[src/rtl/mic1_unshift_seq_if.sv]
// Handshake bundle for the MIC-1 reverse shifter: operand/SET in, result out.
interface mic1_unshift_seq_if #(parameter int WIDTH = 32);
    logic [WIDTH-1:0] Data_in;
    logic [1:0]       SET;
    logic             In_valid;
    logic             In_ready;
    logic [WIDTH-1:0] Unshift_out;
    logic             Out_valid;
    logic             Out_ready;
    logic             Busy;

    modport master (
        output Data_in, SET, In_valid, Out_ready,
        input  In_ready, Unshift_out, Out_valid, Busy
    );

    modport slave (
        input  Data_in, SET, In_valid, Out_ready,
        output In_ready, Unshift_out, Out_valid, Busy
    );
endinterface

[src/rtl/mic1_unshift_seq.sv]
// Multi-cycle reverse shifter (SRL8 / SLL1), one step per clock, valid/ready on both sides.
// Define MIC1_UNSHIFT_BYTE_STEP_EN to do SRL8 as a single byte-wide step.
module mic1_unshift_seq #(
    parameter int WIDTH = 32
) (
    input  logic              CLK,
    input  logic              RST,
    mic1_unshift_seq_if.slave bus
);
    typedef enum logic [1:0] {IDLE, SHIFT, DONE} state_t;

    state_t           state;
    logic [WIDTH-1:0] d;
    logic [3:0]       cnt;
    logic [1:0]       set_q;

    function automatic logic [3:0] steps(input logic [1:0] set);
        case (set)
`ifdef MIC1_UNSHIFT_BYTE_STEP_EN
            2'b01:   steps = 4'd1;
`else
            2'b01:   steps = 4'd8;
`endif
            2'b10:   steps = 4'd1;
            default: steps = 4'd0;
        endcase
    endfunction

    always_ff @(posedge CLK or posedge RST) begin
        if (RST) begin
            state <= IDLE;
            d     <= '0;
            cnt   <= '0;
            set_q <= '0;
        end else begin
            case (state)
                IDLE: begin
                    if (bus.In_valid) begin
                        d     <= bus.Data_in;
                        set_q <= bus.SET;
                        cnt   <= steps(bus.SET);
                        state <= (steps(bus.SET) == 4'd0) ? DONE : SHIFT;
                    end
                end
                SHIFT: begin
                    // Only SRL8 and SLL1 ever reach SHIFT; zero fill in both directions.
                    if (set_q == 2'b01) begin
`ifdef MIC1_UNSHIFT_BYTE_STEP_EN
                        d <= {8'h00, d[WIDTH-1:8]};
`else
                        d <= {1'b0, d[WIDTH-1:1]};
`endif
                    end else begin
                        d <= {d[WIDTH-2:0], 1'b0};
                    end
                    cnt <= cnt - 4'd1;
                    if (cnt == 4'd1) state <= DONE;
                end
                DONE: begin
                    if (bus.Out_ready) state <= IDLE;
                end
                default: state <= IDLE;
            endcase
        end
    end

    assign bus.Unshift_out = d;
    assign bus.In_ready    = (state == IDLE);
    assign bus.Busy        = (state != IDLE);
    assign bus.Out_valid   = (state == DONE);
endmodule

[src/flat_wrapper.sv]
// flat-port wrapper written by rule: the top's interface ports become plain ports
module mic1_unshift_seq_flat 
#(
    parameter int WIDTH = 32
)
  (CLK, RST, bus_Data_in, bus_SET, bus_In_valid, bus_Out_ready, bus_In_ready, bus_Unshift_out, bus_Out_valid, bus_Busy);
  mic1_unshift_seq_if #(.WIDTH(WIDTH)) bus_i ();
  input  logic CLK;
  input  logic RST;
  input wire logic [$bits(bus_i.Data_in)-1:0] bus_Data_in;
  input wire logic [$bits(bus_i.SET)-1:0] bus_SET;
  input wire logic [$bits(bus_i.In_valid)-1:0] bus_In_valid;
  input wire logic [$bits(bus_i.Out_ready)-1:0] bus_Out_ready;
  output wire logic [$bits(bus_i.In_ready)-1:0] bus_In_ready;
  output wire logic [$bits(bus_i.Unshift_out)-1:0] bus_Unshift_out;
  output wire logic [$bits(bus_i.Out_valid)-1:0] bus_Out_valid;
  output wire logic [$bits(bus_i.Busy)-1:0] bus_Busy;
  assign bus_i.Data_in = bus_Data_in;
  assign bus_i.SET = bus_SET;
  assign bus_i.In_valid = bus_In_valid;
  assign bus_i.Out_ready = bus_Out_ready;
  assign bus_In_ready = bus_i.In_ready;
  assign bus_Unshift_out = bus_i.Unshift_out;
  assign bus_Out_valid = bus_i.Out_valid;
  assign bus_Busy = bus_i.Busy;
  mic1_unshift_seq #(.WIDTH(WIDTH)) u_core (.CLK(CLK), .RST(RST), .bus(bus_i));
endmodule
[config.mk]
export PLATFORM = sky130hd
export DESIGN_NAME = mic1_unshift_seq_flat
export DESIGN_NICKNAME = d
export VERILOG_FILES = /design/src/rtl/mic1_unshift_seq_if.sv /design/src/rtl/mic1_unshift_seq.sv /design/src/flat_wrapper.sv
export SDC_FILE = /design/constraint.sdc
export NUM_CORES = 1
export LEC_CHECK = 0
export CAP_MARGIN = 20
export CORE_ASPECT_RATIO = 0.9
export CORE_UTILIZATION = 50
export CTS_CLUSTER_DIAMETER = 80
export DETAILED_ROUTE_END_ITERATION = 10
export DONT_BUFFER_PORTS = 1
export PLACE_DENSITY = 0.62
export SYNTH_ARGS = -nofsm -noshare
export SYNTH_HDL_FRONTEND = slang
export SYNTH_SLANG_ARGS = --single-unit
export TNS_END_PERCENT = 5
[constraint.sdc]
create_clock -name CLK -period 1.66 [get_ports CLK]
set_input_delay 0.332 -clock CLK [delete_from_list [all_inputs] [get_ports CLK]]
set_output_delay 0.332 -clock CLK [all_outputs]
set_load 0.1 [all_outputs]
======== Yosys cells after proc, flatten, opt, wreduce, memory -nomap -nowiden ========
Cells that the tools add are included.
word-level totals
  memories ................................ 0
  ROM bits ................................ 0
  output and inout port bits .............. 35
  bits in latches ......................... 0
  register bits after elaboration ......... 40
  bits in writable memories ............... 0
cells by class
  add/subtract/negate cells ............... 1
  multipliers ............................. 0
  bitwise operators ....................... 0
  mux-type cells .......................... 12
  divide/modulo/power cells ............... 0
  $lt $le $gt $ge ......................... 0
  shifts and indexed selects .............. 0
  reductions and logical operators ........ 7
  equality and inequality tests ........... 9
operators with widths
  cell                 number
  $mux 32              2
  $pmux 32 s2          1
  $pmux 4 s2           2
  $mux 2               4
  $mux 4               2
  $eq 2x1->1 const B   3
  $pmux 2 s3           1
  $eq 2x2->1 const B   2
  $eq 4x1->1 const B   1
  $logic_not 4->1      1
  $ne 2x2->1 const B   2
  $reduce_and 2->1     2
  $reduce_bool 2->1    2
  $sub 4x1->4 const B  1
  $reduce_and 3->1     1
  $logic_not 2->1      1
  $ne 2x1->1 const B   1

======== Logic depth before layout (Yosys ltp) ========
  depth in word-level cells ............... 8
  mapped depth ............................ 6
  gate-level depth less buffers ........... 5

======== Least setup slack after synthesis ========
No wires, ideal clock.
  kind .................................... reg2out
  start ................................... reg u_core.state[0]
  end ..................................... out bus_Busy
  cell stages (with the launch flop) ...... 4
  required time ........................... 1328 ps
  arrival ................................. 2081 ps
  slack ................................... -753 ps
  path buffers ............................ 1
  cell sequence ........................... dfrtp_1 > buf_6 > nor2_2 > inv_1
between the ends
  word-level cells in the longest chain between the ends .. 1
RTL lines
  element                 line                    RTL
  start, declared         mic1_unshift_seq.sv:12  state_t state;
  start signal, assigned  mic1_unshift_seq.sv:42  state <= (steps(bus.SET) == 4'd0) ? DONE : SHIFT;
  $reduce_bool 2->1       mic1_unshift_seq.sv:69  assign bus.Busy = (state != IDLE);
  end, declared           flat_wrapper.sv:17      output wire logic [$bits(bus_i.Busy)-1:0] bus_Busy;
Every way passes these cells.

======== Final worst setup path ========
Same ends and word-level chain as after synthesis.

==> out/qor.log <==
INFO  worst_setup_path critPathTopFamily=buffers and inverters
INFO  sta            rsz_0062_raised_after_global_routing=no
INFO  synthesis      synth_flop_cell=dfrtp_1
INFO  worst_setup_path cp-end-kind=output pin
INFO  worst_setup_path setup.worst_path.class=register to output pin
INFO  synthesis      synth_largest_type_area_fraction=36.3%
INFO  clocking       max-clock-path-buffers=2
INFO  route          sum_of_routed_wire_length_over_all_layers=5990um
INFO  worst_setup_path cpMaxStageDelayCell=dfrtp_2
INFO  route          final_antenna_net_count=0
INFO  clocking       clockRootBuffer=clkbuf_8
INFO  status         run_status=complete, no violations
INFO  sta            fin_skew=8.36ps
INFO  sta            timing.final.max_slew_violations=0
INFO  sta            final_min_period_over_clock_period=96.1%
INFO  clocking       tritoncts.num_buffers=5
INFO  synthesis      yosysSeqAreaShare=36.3%
INFO  sta            finalWorstPathRequiredPeriod=1590ps
INFO  placement      dpl_worst_slack=255ps
INFO  final_layout   n_antenna_cell=0
INFO  floorplan      die_area=0.00582mm2
INFO  floorplan      starting_density_of_the_core=52.2%
INFO  synthesis      yosys_register_bits=40
INFO  route          vias_per_cell=5.68
INFO  worst_setup_path crit_path_max_incr_delay=420ps
INFO  floorplan      num_rows=25
INFO  grt            grt_first_pass_wirelength=9850um
INFO  sta            setup-violations-final=0
INFO  clocking       clock-sinks=40
INFO  sta            finalHoldViolations=0
INFO  floorplan      die_x=80.3um
INFO  final_layout   post_route_cells_drive_above_1_share=41.9%
INFO  final_layout   fin_nets=344
INFO  route          first_iter_violations=177
INFO  clocking       worst_setup_hold_path_clk_slew=70ps
INFO  worst_setup_path worstPathCellList=buf_4 > nor2_4 > inv_1 > buf_6
INFO  synthesis      synth_edf_count=0
INFO  worst_setup_path rr_endpoint=u_core.state[0]
INFO  grt            overflow=0
INFO  grt            grt_pass1_vias=1960
INFO  route          dr.pass1.iters=4
INFO  synthesis      post_synthesis_instance_area=0.00276mm2
INFO  synthesis      syn_nets=311
INFO  placement      numPortBuffers=0
INFO  placement      place_congestion=0.766
INFO  synthesis      postSynth.asyncResetShare=100%
INFO  placement      detailed_place_hpwl=4250um
INFO  sta            max_freq=0.627GHz
INFO  worst_setup_path worstPathMaxFanout=8
INFO  floorplan      die_h=72.5um
INFO  worst_hold_path worstHoldPathType=input pin to register
INFO  worst_setup_path cp_data_arrival_time=1260ps
INFO  worst_setup_path setup.worst_path.end=bus_Busy
INFO  grt            grt_start_max_net_pins=43
INFO  synthesis      yosysWarningCount=0
INFO  floorplan      fp.coreArea=0.00529mm2
INFO  worst_setup_path reg2regPathDepth=5
INFO  final_layout   filler_cell_count=465
INFO  final_layout   area_growth=17.5%
INFO  synthesis      yosys-top-cells-area=dfrtp_1 (36%), o31ai_2 (13%), a211oi_2 (12%)
INFO  synthesis      synthTopCellsByCount=dfrtp_1 (40), nand2_1 (34), nor2_1 (33), and3b_1 (30), o31ai_2 (28)
INFO  grt            number_of_antenna_violations_at_the_first_check_in_global_routing=0
INFO  grt            grt_use_total=21.9%
INFO  sta            worst_pin_slew=768ps
INFO  worst_setup_path worst-path-buf-inv=3
INFO  route          drc=0
INFO  run            cap_violations=0
INFO  floorplan      ios=73
INFO  final_layout   final_core_utilization=61.3%
INFO  worst_setup_path worst_setup_path_startpoint=u_core.state[0]
INFO  route          post_detailed_route_wirelength_per_cell=16.2um
INFO  synthesis      yosysTopAreaCell=dfrtp_1
INFO  worst_setup_path r2r_start=u_core.cnt[1]
INFO  synthesis      synth_most_common_cell=dfrtp_1
INFO  synthesis      synth.distinct_cells=32
INFO  worst_setup_path timing.critical_path.from_type=register
INFO  worst_setup_path ff2ff_setup_slack=250ps
INFO  clocking       worst_skew_pair.late_latency=290ps
INFO  synthesis      synthesis.area_per_instance=10.3um2
INFO  clocking       cts_tree=yes
INFO  sta            relSlewSlack=48.5%
INFO  worst_setup_path critical_path_depth_in_cells=4
INFO  synthesis      postSynthCellCount=269
INFO  route          via_count=2100
INFO  sta            finalWorstSetupSlack=65.2ps
INFO  worst_setup_path cp.required=1330ps
INFO  clocking       cts_max_level=2
registers in the layout, summed over array words and instances, names as in the netlist:
signal / count
u_core.bus.Unshift_out: 32
u_core.cnt: 4
u_core.set_q: 2
u_core.state: 2
cell families (layout without fill, tap and decap cells):
group	after synthesis	after routing	synth area share, %
DFF	40	40	36.3
muxes	4	4	1.59
AOI/OAI and AO/OA	77	77	30.8
buffers and inverters	36	70	8.12
and+or+nand+nor	108	108	21.4
adders and majority gates	4	4	1.81
layout make-up:
class                      count  area [um2]  share of cell area [%]
clock buffer                   6        82.6                    2.55
clock inverter                 2        10.0                   0.309
inverter                       9        33.8                    1.04
multi-input combinational    193        1550                    47.9
sequential                    40        1000                    30.9
tap                           67        83.8                    2.59
timing repair buffer          53         474                    14.6
worst min-delay path by stage:
| stage | depth (start not counted) | slack (ps) | to | start |
|---|---|---|---|---|
| after floorplan | 2 | 460 | u_core.cnt[1] | u_core.cnt[1] |
| after global placement | 1 | 300 | u_core.bus.Unshift_out[31] | RST |
| after detailed placement | 1 | 290 | u_core.bus.Unshift_out[31] | RST |
| after CTS | 1 | 190 | u_core.set_q[0] | bus_SET[0] |
| after global routing | 1 | 180 | u_core.set_q[0] | bus_SET[0] |
| final | 1 | 190 | u_core.set_q[0] | bus_SET[0] |
cells in the final DEF (no fill, tap or decap), drive strengths merged:
cell / n
nor2: 34
o22a: 2
or3: 1
o22ai: 3
buf: 52
a22oi: 1
mux2i: 1
clkbuf: 6
nand3b: 2
dlygate4sd3: 1
o31ai: 30
a21oi: 4
a211oi: 30
dfrtp: 40
nor2b: 3
mux2: 3
o21bai: 1
and3b: 30
inv: 8
o31a: 1
or3b: 1
a221oi: 2
clkinv: 3
ha: 4
nand2: 34
nand2b: 3
o21ai: 3
layer usage:
| layer | vias to the layer above | track usage (%) | routed length [um] |
|---|---|---|---|
| met3 | 7 | 4.78 | 320 |
| met2 | 59 | 33.7 | 2820 |
| met4 | 0 | 4.37 | 54 |
| li1 | 1034 | - | - |
| met5 | - | 0 | 0 |
| met1 | 1000 | 31.8 | 2790 |
metrics by stage:
step	cells	setup TNS, ps	hold slack (ps)	cell area, um2
CTS	369	0	188	3230
finish	370	0	194	3240
global route	370	0	179	3240
global placement	360	0	302	3120
detailed placement	360	0	294	3120
floorplan	269	-408	465	2770
repair_timing:
action	in CTS	in global routing
hold buffers	1	0
setup buffers	0	1
endpoints found under the setup margin	2	3
endpoints found under the hold margin	19	0
resized for setup	3	1
cloned	0	0
Power is left out: the tool's default activity adds up to more than one toggle a clock period on the data nets, which glitch-free logic cannot reach.
==> edit 1 (same flow settings) <==
`WIDTH` is set to 32 in 3 places; all go to 48.
--- a/src/rtl/mic1_unshift_seq_if.sv
+++ b/src/rtl/mic1_unshift_seq_if.sv
@@ -1,5 +1,5 @@
 // Handshake bundle for the MIC-1 reverse shifter: operand/SET in, result out.
-interface mic1_unshift_seq_if #(parameter int WIDTH = 32);
+interface mic1_unshift_seq_if #(parameter int WIDTH = 48);
     logic [WIDTH-1:0] Data_in;
     logic [1:0]       SET;
     logic             In_valid;
--- a/src/rtl/mic1_unshift_seq.sv
+++ b/src/rtl/mic1_unshift_seq.sv
@@ -1,7 +1,7 @@
 // Multi-cycle reverse shifter (SRL8 / SLL1), one step per clock, valid/ready on both sides.
 // Define MIC1_UNSHIFT_BYTE_STEP_EN to do SRL8 as a single byte-wide step.
 module mic1_unshift_seq #(
-    parameter int WIDTH = 32
+    parameter int WIDTH = 48
 ) (
     input  logic              CLK,
     input  logic              RST,
--- a/src/flat_wrapper.sv
+++ b/src/flat_wrapper.sv
@@ -1,7 +1,7 @@
 // flat-port wrapper written by rule: the top's interface ports become plain ports
 module mic1_unshift_seq_flat 
 #(
-    parameter int WIDTH = 32
+    parameter int WIDTH = 48
 )
   (CLK, RST, bus_Data_in, bus_SET, bus_In_valid, bus_Out_ready, bus_In_ready, bus_Unshift_out, bus_Out_valid, bus_Busy);
   mic1_unshift_seq_if #(.WIDTH(WIDTH)) bus_i ();
Interface: changed (resized bus_Data_in and bus_Unshift_out); port bits go from 73 to 105. No check against the original RTL was run, so the function may have changed too.
==> edit 1 against the unedited design <==
  * Routed wire length rose by 46%
  * Final area increased by 27%
  * Setup slack worse by 3.0 ps
  * Critical endpoint unchanged
  * First-iteration DRC count shrank 34%
  * Sequential share of layout area grew 3.2 points
  * Synthesized area is 28% higher
  * Global-route usage up 1.8 points
  * Final cell count rose by 36%
  * Sequential cell count rose by 16
Power is left out: the tool's default activity adds up to more than one toggle a clock period on the data nets, which glitch-free logic cannot reach.
==> edit 1: results (changes against the unedited design) <==
| Step | Parameter | This run | Delta |
| --- | --- | --- | --- |
| status | Outcome | finished clean | unchanged |
| grt | Pin count of the biggest net entering global routing | 61 | was 43 |
| yosys | Multiplexer share of the synthesized area | 1.24% | was 1.59% |
| yosys | Post-synthesis net count | 434 | was 311 |
| place | Gp weighted congestion | 0.791 | was 0.766 |
| yosys | Sequential share of the synthesized area | 39.8% | was 36.3% |
| cells and area | Flip-flop count of the largest register after layout | 48 | was 32 |
| clock network | Clock-pin transition on the worst setup and hold timing paths | 100 ps | was 70 ps |
| grt | Global routing usage summed across all routing layers | 23.7% | was 21.9% |
| grt | M1 GR Usage | 30.7% | was 31.8% |
| cells and area | Count of nets after finishing | 472 | was 344 |
| yosys | Largest cells by area after synthesis | dfrtp_1, and3b_1, a211oi_1 | was dfrtp_1, o31ai_2, a211oi_2 |
| grt | First-pass GRT wire length | 14100 um | was 9850 um |
| detailed routing | Met2 wire len | 4120 um | was 2820 um |
| yosys | Number of instances in the synthesized netlist | 376 | was 269 |
| place | Number of cells in the design after placement | 495 | was 360 |
| detailed routing | Met3 wire len | 531 um | was 320 um |
| grt | Met2 usage | 40.2% | was 33.7% |
| yosys | Most instantiated cells after synthesis | dfrtp_1, nand2_1, nor2_1, and3b_1 | was dfrtp_1, nand2_1, nor2_1, and3b_1, o31ai_2 |
| detailed routing | Total length of routed wires | 8740 um | was 5990 um |
| clock network | Clock latency on the worst-skew pair | 310 ps | was 290 ps |
| place | HPWL after detailed placement | 5980 um | was 4250 um |
| cells and area | Cell Count, Final, Fillers Out | 505 | was 370 |
| grt | Met3 usage in global routing | 5.37% | was 4.78% |
| worst setup path | Register-to-Register Path Depth | 4 | was 5 |
| detailed routing | Initial DRC count | 117 | was 177 |
| detailed routing | Pre-antenna DRT Iters | 5 | was 4 |
| timing | Worst slew margin | 72.6% | was 48.5% |
| place | Post-Place Setup Slack | 171 ps | was 255 ps |
[edit 1: cell types whose count changed in the layout (fill, tap and decap cells not counted), sizes merged]
cell    unedited run  this run
dfrtp             40        56
buf               52        68
o31ai             30        46
clkinv             3         0
nor2              34        50
nand2             34        50
a211oi            30        46
and3b             30        46
clkbuf             6         8
inv                8         9
[edit 1: final timing paths]
path	start	end	slack, ps
min in group asynchronous	RST	u_core.bus.Unshift_out[19]	540
max in group asynchronous	RST	u_core.state[1]	860
hold / removal	bus_SET[1]	u_core.set_q[1]	180
setup / recovery	u_core.state[0]	bus_Busy	60
hold reg to reg	u_core.state[1]	u_core.state[0]	530
setup reg to reg	u_core.state[0]	u_core.cnt[3]	150
[edit 1: critical path, cell delays in order (launching register included)]
cell and delay (ps):
dfrtp_1 430, buf_6 160, nor2_4 130, inv_1 60, buf_6 180
[edit 1: cell type report]
cell class              count  area, um2
clock buffers               8       90.1
fillers                   589       2590
inverters                   9       33.8
multi-input cells         273       1870
flip-flops and latches     56       1400
well taps                  90        113
repair buffers             69        598
==> edit 2 (same settings) <==
Without the edit above. Re-encode `state_t` (3 states) as one-hot, 3 bits wide.
--- a/src/rtl/mic1_unshift_seq.sv
+++ b/src/rtl/mic1_unshift_seq.sv
@@ -7,7 +7,7 @@
     input  logic              RST,
     mic1_unshift_seq_if.slave bus
 );
-    typedef enum logic [1:0] {IDLE, SHIFT, DONE} state_t;
+    typedef enum logic [2:0] {IDLE = 3'b001, SHIFT = 3'b010, DONE = 3'b100} state_t;
 
     state_t           state;
     logic [WIDTH-1:0] d;
Behaviour: no difference found for any inputs over 10 cycles, from zero or initial values and one cycle with RST high; not proved beyond that.
==> edit 2 against the unedited design <==
  * The run now ends with setup timing left
  * Routed wire length rose by 9.4%
  * Non-clock buffer count grew 8
  * Setup slack worse by 70 ps
  * Final area is 2.7% lower
  * Via count is 3.0% higher
  * Sequential cell count rose by 1
  * Synthesized area down 11%
  * Critical endpoint is now bus_Out_valid
Power is not shown: default switching activity piles up to over one toggle a cycle in this logic, so the estimate is an artifact.
==> edit 2: results (changes against the unedited design) <==
| Step | Parameter | This run | Delta |
| --- | --- | --- | --- |
| yosys | Largest cells by area after synthesis | dfrtp_1, o2bb2ai_1, and3b_1 | was dfrtp_1, o31ai_2, a211oi_2 |
| yosys | Sequential share of the synthesized area | 41.8% | was 36.3% |
| grt | First-pass GRT wire length | 10300 um | was 9850 um |
| timing | Worst Skew | 4.66 ps | was 8.36 ps |
| timing | Final setup violation count | 1 | was 0 |
| worst setup path | Critical path origin | u_core.state[2] | was u_core.state[0] |
| place | HPWL after detailed placement | 4560 um | was 4250 um |
| worst setup path | Start of the worst register-to-register path | u_core.state[0] | was u_core.cnt[1] |
| timing | Max-slew violations | 0 | unchanged |
| detailed routing | Routed WL per cell | 19.0 um | was 16.2 um |
| worst setup path | CP max FO | 6 | was 8 |
| timing | Final Hold Slack | 190 ps | was 194 ps |
| worst setup path | Delay of the slowest cell on the worst path | 380 ps | was 420 ps |
| worst setup path | Data arrival at the endpoint of the critical path | 1330 ps | was 1260 ps |
| yosys | Synthesized-area fraction occupied by ao, oa, aoi and oai cells | 28.3% | was 30.8% |
| place | Gp weighted congestion | 0.783 | was 0.766 |
| yosys | Synthesized-area fraction occupied by adder cells | 2.04% | was 1.81% |
| cells and area | Count of nets after finishing | 323 | was 344 |
| grt | Global routing usage summed across all routing layers | 26.6% | was 21.9% |
| worst setup path | Setup slack on the worst flop-to-flop path | 50 ps | was 250 ps |
| yosys | Most instantiated cells after synthesis | dfrtp_1, a211oi_1, a21oi_1, o2bb2ai_1, and3b_1 | was dfrtp_1, nand2_1, nor2_1, and3b_1, o31ai_2 |
| detailed routing | Initial DRC count | 97 | was 177 |
| cells and area | Share of post-route cells with drive strength above 1 | 33.0% | was 41.9% |
| grt | Pin count of the biggest net entering global routing | 32 | was 43 |
| worst setup path | Cell type of the slowest stage on the worst timing path | dfrtp_1 | was dfrtp_2 |
| status | Violations in the final reports | setup timing |  |
| status | Outcome | complete, but fails checks | was finished clean |
| yosys | Post-synthesis net count | 282 | was 311 |
| detailed routing | Total number of vias | 2163 | was 2100 |
| timing | Worst slew margin | 55.7% | was 48.5% |
| yosys | Main flop type after synthesis | dfrtp_1 | unchanged |
| grt | Vias in the first global route | 2143 | was 1960 |
| hold path | Startpoint of the tightest hold check path | bus_Data_in[0] | was bus_SET[0] |
| timing | Final sum of negative setup slack | -5.24 ps | was 0 ps |
| cells and area | Flip-flop count of the largest register after layout | 32 | unchanged |
| timing | Worst-case setup margin in the final layout | -5.24 ps | was 65.2 ps |
| yosys | Multiplexer share of the synthesized area | 3.67% | was 1.59% |
## edit 2: cell families (layout without fill, tap and decap cells)
family / count (synthesis) / count (layout)
compound gates: 99 / 99
fa+ha+maj: 4 / 4
buf+inv: 35 / 77
flops: 41 / 41
mux: 7 / 7
simple gates: 54 / 54
## edit 2: worst reg2reg max path: stages (launching register included)
cell and delay, ps:
dfstp_2 380, buf_4 160, or3b_4 430, buf_4 220
a211oi_1 200, o2bb2ai_1 110
## edit 2: worst paths after layout
check                                             end  cells after the start
max                                     bus_Out_valid                      4
min                         u_core.bus.Unshift_out[0]                      2
max reg2reg                u_core.bus.Unshift_out[10]                      5
min reg2reg                 u_core.bus.Unshift_out[8]                      1
max in group asynchronous   u_core.bus.Unshift_out[0]                      3
min in group asynchronous   u_core.bus.Unshift_out[7]                      2
## edit 2: final cells by class
cell class	instances	area, um2
well taps	62	77.6
clock inverters	2	37.5
multi-input cells	164	1350
inverters	8	30.0
repair buffers	61	544
flip-flops and latches	41	1030
clock buffers	6	82.6
fillers	353	1420
## edit 2: what timing repair did
action | in CTS | in global routing
setup buffers | 4 | 0
pin swaps | 0 | 1
hold endpoints to repair | 15 | 0
setup endpoints to repair | 3 | 35
resized for setup | 6 | 18
hold buffers | 1 | 0
## edit 2: per-stage QoR
stage	cells	cell area, um2	setup WS (ps)
2_1_floorplan	240	2470	-891
3_3_place_gp	331	2900	87.2
3_5_place_dp	331	2900	14.3
4_1_cts	344	3080	-19.0
5_1_grt	344	3150	-74.4
6_report	344	3150	-5.24
## edit 2: routing by layer
layer,GRT usage (%),routed length (um)
met1,36.5,2920
met2,42.1,3200
met3,6.04,352
met4,7.64,82
met5,0,0
